## config.mk

```make
export PLATFORM = sky130hd
export DESIGN_NAME = cache_lookup_ctrl_flat
export DESIGN_NICKNAME = d
export VERILOG_FILES = /design/src/rtl/cache_lookup_ctrl_pkg.sv /design/src/rtl/cache_lookup_ctrl_if.sv /design/src/rtl/cache_lookup_ctrl_ffs.sv /design/src/rtl/cache_lookup_ctrl.sv /design/src/flat_wrapper.sv
export SDC_FILE = /design/constraint.sdc
export NUM_CORES = 1
export LEC_CHECK = 0
export BUFFER_PORTS_ARGS = -buffer_cell sky130_fd_sc_hd__buf_2
export CORE_AREA = 2 2 378 380
export CTS_CLUSTER_SIZE = 28
export DETAILED_ROUTE_END_ITERATION = 10
export DIE_AREA = 0 0 380 382
export HOLD_SLACK_MARGIN = 0.1
export SETUP_SLACK_MARGIN = 0.02
export SYNTH_ARGS = -nofsm -noshare
export SYNTH_HDL_FRONTEND = slang
export SYNTH_SLANG_ARGS = --single-unit
```

## constraint.sdc

```tcl
create_clock -name clk -period 2.5 [get_ports clk]
set_input_delay 0.5 -clock clk [delete_from_list [all_inputs] [get_ports clk]]
set_output_delay 0.5 -clock clk [all_outputs]
set_load 0.01 [all_outputs]
```

## src/rtl/cache_lookup_ctrl_pkg.sv

```systemverilog
// Shared definitions for the cache lookup/refill controller.
// Holds the width constants, the address field positions, the FSM state
// encoding and a word-select helper.
package cache_pkg;

  localparam int WAYS       = 8;
  localparam int MAIN_TAG_W = 20;
  localparam int HALT_W     = 4;
  localparam int LINE_W     = 256;
  localparam int WORD_W     = 32;

  // Address field positions.
  localparam int MAIN_MSB = 31;
  localparam int MAIN_LSB = 12;
  localparam int HALT_MSB = 11;
  localparam int HALT_LSB = 8;
  localparam int WORD_MSB = 4;
  localparam int WORD_LSB = 2;
  localparam int LINE_LSB = 5;

  // state    | meaning
  // ST_IDLE  | ready for a CPU read
  // ST_PROBE | checking one halt-tag candidate way per cycle
  // ST_MISS  | waiting for the memory line (mem_req held)
  // ST_FILL  | one-cycle write of the refilled line into the victim way
  // ST_RESP  | one-cycle response strobe to the CPU
  typedef enum logic [2:0] {
    ST_IDLE  = 3'd0,
    ST_PROBE = 3'd1,
    ST_MISS  = 3'd2,
    ST_FILL  = 3'd3,
    ST_RESP  = 3'd4
  } state_e;

  // Picks 32-bit word idx out of a line.
  function automatic logic [WORD_W-1:0] word_of(input logic [LINE_W-1:0] line,
                                                input logic [2:0]        idx);
    return line[{idx, 5'b0} +: WORD_W];
  endfunction

endpackage

```

## src/rtl/cache_lookup_ctrl_if.sv

```systemverilog
// Bundle of the CPU, cache-set and memory signals of the lookup controller.
// master: controller side; slave: CPU/set/memory environment side.
interface cache_lookup_ctrl_if;

  logic                           cpu_req;
  logic [31:0]                    cpu_addr;
  logic                           cpu_ready;
  logic                           cpu_rvalid;
  logic [31:0]                    cpu_rdata;
  logic                           cpu_hit;

  logic [cache_pkg::WAYS*cache_pkg::HALT_W-1:0] halt_tag_i;
  logic                           way_valid_i;
  logic [cache_pkg::MAIN_TAG_W-1:0] main_tag_i;
  logic [cache_pkg::LINE_W-1:0]   line_i;
  logic [cache_pkg::WAYS-1:0]     way_sel;
  logic                           set_wr;
  logic                           set_viv;
  logic [23:0]                    set_tag;
  logic [cache_pkg::LINE_W-1:0]   set_data;

  logic                           mem_req;
  logic [31:0]                    mem_addr;
  logic                           mem_ack;
  logic [cache_pkg::LINE_W-1:0]   mem_data;

  modport master (
    input  cpu_req, cpu_addr, halt_tag_i, way_valid_i, main_tag_i, line_i,
           mem_ack, mem_data,
    output cpu_ready, cpu_rvalid, cpu_rdata, cpu_hit, way_sel, set_wr,
           set_viv, set_tag, set_data, mem_req, mem_addr
  );

  modport slave (
    output cpu_req, cpu_addr, halt_tag_i, way_valid_i, main_tag_i, line_i,
           mem_ack, mem_data,
    input  cpu_ready, cpu_rvalid, cpu_rdata, cpu_hit, way_sel, set_wr,
           set_viv, set_tag, set_data, mem_req, mem_addr
  );

endinterface

```

## src/rtl/cache_lookup_ctrl_ffs.sv

```systemverilog
// find_first_set: one-hot of the lowest set bit of vec_i, plus an any-set flag.
//   vec_i    in  WAYS  input vector
//   onehot_o out WAYS  lowest set bit only (0 when vec_i == 0)
//   any_o    out 1     vec_i != 0
module find_first_set
  import cache_pkg::*;
(
  input  logic [WAYS-1:0] vec_i,
  output logic [WAYS-1:0] onehot_o,
  output logic            any_o
);

  // Two's-complement trick isolates the lowest set bit.
  assign onehot_o = vec_i & (~vec_i + WAYS'(1));
  assign any_o    = |vec_i;

endmodule

```

## src/rtl/cache_lookup_ctrl.sv

```systemverilog
// cache_lookup_ctrl: lookup and refill controller for an 8-way cache set.
// Filters ways by halt tag, probes survivors one per cycle, refills on miss.
//   clk    in  clock, rising edge
//   reset  in  asynchronous, active-low reset
//   bus    cache_lookup_ctrl_if.master  CPU, set and memory signals
module cache_lookup_ctrl
  import cache_pkg::*;
(
  input  logic                 clk,
  input  logic                 reset,
  cache_lookup_ctrl_if.master  bus
);

  state_e              state_q, state_d;
  logic [31:0]         addr_q, addr_d;
  logic [WAYS-1:0]     cand_q, cand_d;
  logic [WAYS-1:0]     vld_q, vld_d;
  logic [2:0]          rr_q, rr_d;
  logic [LINE_W-1:0]   line_q, line_d;
  logic [WORD_W-1:0]   rdata_q, rdata_d;
  logic                hit_q, hit_d;

  logic [WAYS-1:0]     halt_match;
  logic [WAYS-1:0]     probe_oh;
  logic                probe_any;
  logic [WAYS-1:0]     inv_oh;
  logic                inv_any;
  logic [WAYS-1:0]     victim_oh;
  logic                probe_hit;

  find_first_set u_ffs_probe (
    .vec_i    (cand_q),
    .onehot_o (probe_oh),
    .any_o    (probe_any)
  );

  find_first_set u_ffs_victim (
    .vec_i    (~vld_q),
    .onehot_o (inv_oh),
    .any_o    (inv_any)
  );

  // Only ways the controller itself has filled can be candidates.
  always_comb begin
    halt_match = '0;
    for (int k = 0; k < WAYS; k++) begin
      halt_match[k] = vld_q[k] &&
        (bus.halt_tag_i[k*HALT_W +: HALT_W] == bus.cpu_addr[HALT_MSB:HALT_LSB]);
    end
  end

  assign victim_oh = inv_any ? inv_oh : (WAYS'(1) << rr_q);
  assign probe_hit = probe_any && bus.way_valid_i &&
                     (bus.main_tag_i == addr_q[MAIN_MSB:MAIN_LSB]);

  always_comb begin
    state_d = state_q;
    addr_d  = addr_q;
    cand_d  = cand_q;
    vld_d   = vld_q;
    rr_d    = rr_q;
    line_d  = line_q;
    rdata_d = rdata_q;
    hit_d   = hit_q;
    case (state_q)
      ST_IDLE: begin
        if (bus.cpu_req) begin
          addr_d  = bus.cpu_addr;
          cand_d  = halt_match;
          state_d = (|halt_match) ? ST_PROBE : ST_MISS;
        end
      end
      ST_PROBE: begin
        if (probe_hit) begin
          rdata_d = word_of(bus.line_i, addr_q[WORD_MSB:WORD_LSB]);
          hit_d   = 1'b1;
          state_d = ST_RESP;
        end else begin
          cand_d = cand_q & ~probe_oh;
          if ((cand_q & ~probe_oh) == '0) state_d = ST_MISS;
        end
      end
      ST_MISS: begin
        if (bus.mem_ack) begin
          line_d  = bus.mem_data;
          state_d = ST_FILL;
        end
      end
      ST_FILL: begin
        vld_d = vld_q | victim_oh;
        // Round-robin only advances when it actually chose the victim.
        if (!inv_any) rr_d = rr_q + 3'd1;
        rdata_d = word_of(line_q, addr_q[WORD_MSB:WORD_LSB]);
        hit_d   = 1'b0;
        state_d = ST_RESP;
      end
      ST_RESP: state_d = ST_IDLE;
      default: state_d = ST_IDLE;
    endcase
  end

  always_ff @(posedge clk or negedge reset) begin
    if (!reset) begin
      state_q <= ST_IDLE;
      addr_q  <= '0;
      cand_q  <= '0;
      vld_q   <= '0;
      rr_q    <= '0;
      line_q  <= '0;
      rdata_q <= '0;
      hit_q   <= 1'b0;
    end else begin
      state_q <= state_d;
      addr_q  <= addr_d;
      cand_q  <= cand_d;
      vld_q   <= vld_d;
      rr_q    <= rr_d;
      line_q  <= line_d;
      rdata_q <= rdata_d;
      hit_q   <= hit_d;
    end
  end

  assign bus.cpu_ready  = (state_q == ST_IDLE);
  assign bus.cpu_rvalid = (state_q == ST_RESP);
  assign bus.cpu_rdata  = rdata_q;
  assign bus.cpu_hit    = hit_q;

  assign bus.way_sel  = (state_q == ST_PROBE) ? probe_oh :
                        (state_q == ST_FILL)  ? victim_oh : '0;
  assign bus.set_wr   = (state_q == ST_FILL);
  assign bus.set_viv  = (state_q == ST_FILL);
  assign bus.set_tag  = (state_q == ST_FILL) ? addr_q[MAIN_MSB:HALT_LSB] : '0;
  assign bus.set_data = (state_q == ST_FILL) ? line_q : '0;

  assign bus.mem_req  = (state_q == ST_MISS);
  assign bus.mem_addr = (state_q == ST_MISS) ? {addr_q[31:LINE_LSB], 5'b0} : '0;

endmodule

```

## src/flat_wrapper.sv

```systemverilog
// flat-port wrapper written by rule: the top's interface ports become plain ports
module cache_lookup_ctrl_flat import cache_pkg::*;
  (clk, reset, bus_cpu_req, bus_cpu_addr, bus_halt_tag_i, bus_way_valid_i, bus_main_tag_i, bus_line_i, bus_mem_ack, bus_mem_data, bus_cpu_ready, bus_cpu_rvalid, bus_cpu_rdata, bus_cpu_hit, bus_way_sel, bus_set_wr, bus_set_viv, bus_set_tag, bus_set_data, bus_mem_req, bus_mem_addr);
  cache_lookup_ctrl_if bus_i ();
  input  logic clk;
  input  logic reset;
  input wire logic [$bits(bus_i.cpu_req)-1:0] bus_cpu_req;
  input wire logic [$bits(bus_i.cpu_addr)-1:0] bus_cpu_addr;
  input wire logic [$bits(bus_i.halt_tag_i)-1:0] bus_halt_tag_i;
  input wire logic [$bits(bus_i.way_valid_i)-1:0] bus_way_valid_i;
  input wire logic [$bits(bus_i.main_tag_i)-1:0] bus_main_tag_i;
  input wire logic [$bits(bus_i.line_i)-1:0] bus_line_i;
  input wire logic [$bits(bus_i.mem_ack)-1:0] bus_mem_ack;
  input wire logic [$bits(bus_i.mem_data)-1:0] bus_mem_data;
  output wire logic [$bits(bus_i.cpu_ready)-1:0] bus_cpu_ready;
  output wire logic [$bits(bus_i.cpu_rvalid)-1:0] bus_cpu_rvalid;
  output wire logic [$bits(bus_i.cpu_rdata)-1:0] bus_cpu_rdata;
  output wire logic [$bits(bus_i.cpu_hit)-1:0] bus_cpu_hit;
  output wire logic [$bits(bus_i.way_sel)-1:0] bus_way_sel;
  output wire logic [$bits(bus_i.set_wr)-1:0] bus_set_wr;
  output wire logic [$bits(bus_i.set_viv)-1:0] bus_set_viv;
  output wire logic [$bits(bus_i.set_tag)-1:0] bus_set_tag;
  output wire logic [$bits(bus_i.set_data)-1:0] bus_set_data;
  output wire logic [$bits(bus_i.mem_req)-1:0] bus_mem_req;
  output wire logic [$bits(bus_i.mem_addr)-1:0] bus_mem_addr;
  assign bus_i.cpu_req = bus_cpu_req;
  assign bus_i.cpu_addr = bus_cpu_addr;
  assign bus_i.halt_tag_i = bus_halt_tag_i;
  assign bus_i.way_valid_i = bus_way_valid_i;
  assign bus_i.main_tag_i = bus_main_tag_i;
  assign bus_i.line_i = bus_line_i;
  assign bus_i.mem_ack = bus_mem_ack;
  assign bus_i.mem_data = bus_mem_data;
  assign bus_cpu_ready = bus_i.cpu_ready;
  assign bus_cpu_rvalid = bus_i.cpu_rvalid;
  assign bus_cpu_rdata = bus_i.cpu_rdata;
  assign bus_cpu_hit = bus_i.cpu_hit;
  assign bus_way_sel = bus_i.way_sel;
  assign bus_set_wr = bus_i.set_wr;
  assign bus_set_viv = bus_i.set_viv;
  assign bus_set_tag = bus_i.set_tag;
  assign bus_set_data = bus_i.set_data;
  assign bus_mem_req = bus_i.mem_req;
  assign bus_mem_addr = bus_i.mem_addr;
  cache_lookup_ctrl u_core (.clk(clk), .reset(reset), .bus(bus_i));
endmodule
```

* Yosys cells after proc, flatten, opt, wreduce, memory -nomap -nowiden
Cells that the tools add are included.
** Storage, ports and cells
- Input bits :: 601
- Output and inout port bits :: 358
- Word-level logic and storage cells :: 83
- Bits in registers :: 343
** Cells by class
- Reduce and logical (&&, ||, !) cells :: 23
- Bitwise gates (word level) :: 9
- Add/sub/neg operators :: 3
- Shifts and indexed selects :: 3
- Equality and inequality tests :: 18
- Muxes and demuxes :: 19
** Operators by type and width (number)
- $shiftx 256x9->32 :: 2
- $mux 256 :: 1
- $mux 32 :: 2
- $pmux 32 s2 :: 1
- $mux 8 :: 5
- $eq 4x4->1 :: 8
- $not 8->8 :: 4
- $and 8x8->8 :: 3
- $mux 24 :: 1
- $reduce_or 8->1 :: 3
- $eq 20x20->1 :: 1
- $add 8x1->8 const B :: 2
- $pmux 8 s2 :: 1
- $mux 3 :: 4
- $pmux 3 s4 :: 1
- $logic_and 1x1->1 :: 10
- $logic_not 8->1 :: 1
- $or 8x8->8 :: 1
- $reduce_and 2->1 :: 4
- $shl 1x3->8 const A :: 1
- $eq 3x2->1 const B :: 2
- $ne 2x2->1 const B :: 3
- $reduce_and 3->1 :: 2
- $reduce_bool 2->1 :: 2
- other kinds (10) :: 10

* Longest topological paths before layout
- Depth after elaboration :: 9
- Mapped depth :: 11
- Mapped depth without buffers :: 7

* By module
Synthesis repeated with hierarchy kept, for this count alone.
** Unflattened totals
- Cell total of the unflattened synthesis :: 1739
- Area, all modules :: 19745.2 µm²
** By module, submodules not included
- cache_lookup_ctrl :: instances 1, area each 19552.5 µm², cells an instance 1715, seq. area each 8533.2 µm²
- find_first_set :: instances 2, area each 96.3 µm², cells an instance 12, seq. area each 0.0 µm²

* Worst setup path after synthesis
No wires, ideal clock.
- Path type :: reg-to-output
- Start :: register u_core.state_q[2]
- End :: output bus_set_data[166]
- Path slack :: 0.074 ns
- Data arrival time :: 1.926 ns
- Required time :: 2.000 ns
- Path buffers :: 6
- Stages on the path, launching flop included :: 10
- Path through :: dfrtp_1 > nand3b_1 > buf_4 > inv_2 > buf_6 > buf_2 > buf_2 > clkbuf_1 > clkbuf_1 > and2_1
** Between the ends
- Cells in the longest elaborated chain, start to end :: 2
** RTL lines
- start: declaration :: RTL line cache_lookup_ctrl.sv:14 : state_e state_q, state_d;
- start signal: assignment :: RTL line cache_lookup_ctrl.sv:113 : state_q <= state_d;
- $eq 3x2->1 :: RTL line cache_lookup_ctrl.sv:134 : assign bus.set_data = (state_q == ST_FILL) ? line_q : '0;
- $mux 256 :: RTL line cache_lookup_ctrl.sv:134
- end: declaration :: RTL line flat_wrapper.sv:23 : output wire logic [$bits(bus_i.set_data)-1:0] bus_set_data;
Every way passes these cells.

* Worst setup path after layout
- Start :: register u_core.state_q[2]
- End :: output bus_set_data[84]
Same word-level chain as after synthesis.

==> results.cfg <==
[worst_setup_path]
start_kind = flip-flop
r2r-end = u_core.bus.cpu_rdata[16]
path_max_fanout = 7
cp_top_family = buffers and inverters
arrival_ns = 2.33
r2r-start = u_core.state_q[1]
crit_start = u_core.state_q[2]
r2r_cells = 13
crit_top_cell = buf_6
worst-path-buf-inv = 8
required_ns = 2.00
critPathMaxStageDelay_ns = 0.37
crit_slowest_cell = dfrtp_1
worstPathCellList = nand3b_1, buf_6, inv_16, buf_16, buf_6, buf_8, buf_12, and2_4, buf_6, buf_6
end_kind = output pin
path_class = reg -> out
reg2reg_slack_ns = -0.29

[timing]
slew_violations = 0
tns_ns = -60.03
setup-violations-final = 336
relSlewSlack_pct = 30.91
fmaxAchievable_mhz = 353.0
fin_crit_ns = 2.833
fin_ws_ns = -0.3328
rsz0062_at_grt = yes
whs_ns = 0.1678
worstMarginPinSlew_ns = 1.036
fin_worst_skew_ns = 0.02265
timing.final.crit_share_pct = 113.3
hold_viol_final = 0

[global_routing]
grt_pass1_vias = 21125
antenna_found_initial = 30
grt_start_max_net_pins = 70
track_usage_pct = 15.92
grt_remaining_overflow = 0
grt_pass1_wl_um = 164100

[power_and_ir_drop]
power_density_nw_per_um2 = 1217
max-vdd-ir-drop_mv = 0.6804
power.leakage_nw = 17.22

[synthesis]
async_flop_share_pct = 100.0
synthesis.area_um2 = 19620
synth_cells = 1804
ys_seq_area_share_pct = 43.49
ys.flop_type = dfrtp_1
ys_types = 56
synth_area_leaders = dfrtp_1 43%, mux2_2 15%, mux4_2 7.3%, and2_1 7.0%, nand2_1 5.3%
yosys.area.top_type = dfrtp_1
synth_edf_count = 0
ys_ff_latch = 341
synth_warnings = 0
synth_top_area_share_pct = 43.49
avgSynthCellArea_um2 = 10.88

[cells_and_area]
final_cell_mix = 780 x buf_2, 335 x dfrtp_1, 263 x dlygate4sd3_1
instances_no_fill = 5177
layout_commonest_cell = buf_2
drive_above_1_share_pct = 60.51
nNetsFinal = 3849
syn_to_final_growth_pct = 84.08
finish.utilization_pct = 25.63

[floorplanning]
die_height_um = 382
initial_core_util_pct = 13.93
core_um2 = 140900
pin_count = 959
die_area_um2 = 145200
die_w_um = 380
rows = 138

[clocking]
cts_made_buffers = 45
cts_tree = built
cts.sinks = 341
h-tree-depth = 2
clock_path_buffers = 3
path_clk_slew_ns = 0.06
clkLatencyLatePin_ns = 0.62
cts_root_buffer = clkbuf_16

[run_status]
status = finished with violations
violations = setup timing

[drt]
drt-pass1-iter-count = 5
routed_via_density = 4.086
drt_iter0_drc = 1220
drtAntennaViolNets = 0
vias = 21153
wl_um = 126000
wl_per_cell_um = 24.34
drc = 0

[placed_design]
place.gp.congestion = 0.9993
io_buffers = 951
dp_slack_ns = -0.4344
place_inst = 4695
hpwl_um = 97780

[worst_hold_path]
hp-class = in -> reg
min_path_cells = 2
hp-start = bus_mem_data[192]
hold_end = u_core.line_q[192]

[run]
cap_violations = 0
[metrics by stage]
| stage | total power [W] | cell area, µm² |
|---|---|---|
| 2_1_floorplan | 0.02045 | 19640 |
| 3_3_place_gp | 0.03064 | 27960 |
| 3_5_place_dp | 0.03088 | 27960 |
| 4_1_cts | 0.04073 | 33750 |
| 5_1_grt | 0.04608 | 36100 |
| 6_report | 0.04396 | 36120 |
[sequential cells by signal (all words and copies together) (netlist names)]
name,flops
u_core.vld_q,8
u_core.bus.cpu_rdata,32
u_core.line_q,256
u_core.addr_q,30
u_core.cand_q,8
u_core.bus.cpu_hit,1
u_core.rr_q,3
u_core.state_q,3
[power breakdown]
| part | total (W) | switching [W] | internal (W) |
|---|---|---|---|
| registers | 0.0107 | 0.00246 | 0.00828 |
| clock network | 0.00709 | 0.00288 | 0.00421 |
| logic | 0.0261 | 0.0128 | 0.0133 |
| total | 0.0440 | 0.0181 | 0.0258 |
[Yosys cell counts, drive strengths merged, types with 2 or more instances]
cell type,number
a2111oi,4
a211o,32
a21boi,2
a21oi,38
a22o,5
a22oi,32
a31o,2
a32oi,66
and2,219
and3,30
buf,44
clkbuf,105
dfrtp,341
ha,6
inv,72
mux2,289
mux4,64
nand2,280
nand2b,9
nand3,7
nand3b,35
nand4,9
nor2,10
nor2b,6
nor3,4
nor4,11
o21ai,13
o22ai,4
xnor2,28
xor2,22
[cell type report]
cell class | count | area, µm²
Fill cell | 14838 | 104800
Timing Repair Buffer | 1536 | 12160
Multi-Input combinational cell | 1246 | 11170
Sequential cell | 341 | 8543
Tap cell | 1890 | 2365
Clock buffer | 67 | 1341
Inverter | 72 | 301.5
Clock inverter | 15 | 207.7
Antenna cell | 10 | 25.02
[cell families after synthesis]
| family | Yosys count | synth area share [%] |
|---|---|---|
| mux | 353 | 24.49 |
| xor+xnor | 50 | 2.232 |
| fa+ha+maj | 7 | 0.4336 |
| flops | 341 | 43.49 |
| other cells | 1 | 0.01911 |
| simple gates | 626 | 16.56 |
| compound gates | 205 | 7.978 |
| buf+inv | 221 | 4.802 |
[routing by layer]
| layer | global-route usage [%] | vias to the layer above | share of wire, % |
|---|---|---|---|
| li1 | - | 9263 | - |
| met2 | 24.41 | 1056 | 44 |
| met5 | 0 | - | 0.083 |
| met4 | 5.886 | 18 | 4.2 |
| met3 | 4.670 | 225 | 8.2 |
| met1 | 21.07 | 10591 | 43 |
[worst max-delay path by stage]
stage	end	slack [ns]	cells after the start
2_1_floorplan	bus_set_data[166]	0.07	9
3_3_place_gp	u_core.bus.cpu_rdata[16]	-0.46	11
3_5_place_dp	u_core.bus.cpu_rdata[16]	-0.43	11
4_1_cts	bus_way_sel[7]	-0.43	8
5_1_grt	bus_way_sel[7]	-0.44	8
6_report	bus_set_data[84]	-0.33	10
[what timing repair did]
action,CTS,global route
hold buffers,263,0
pin swaps,15,58
gates cloned,5,19
gates resized for setup,362,361
buffers inserted,41,67
hold endpoints to repair,299,0
endpoints found under the setup margin,351,351
(Power assumes the default switching activity.)
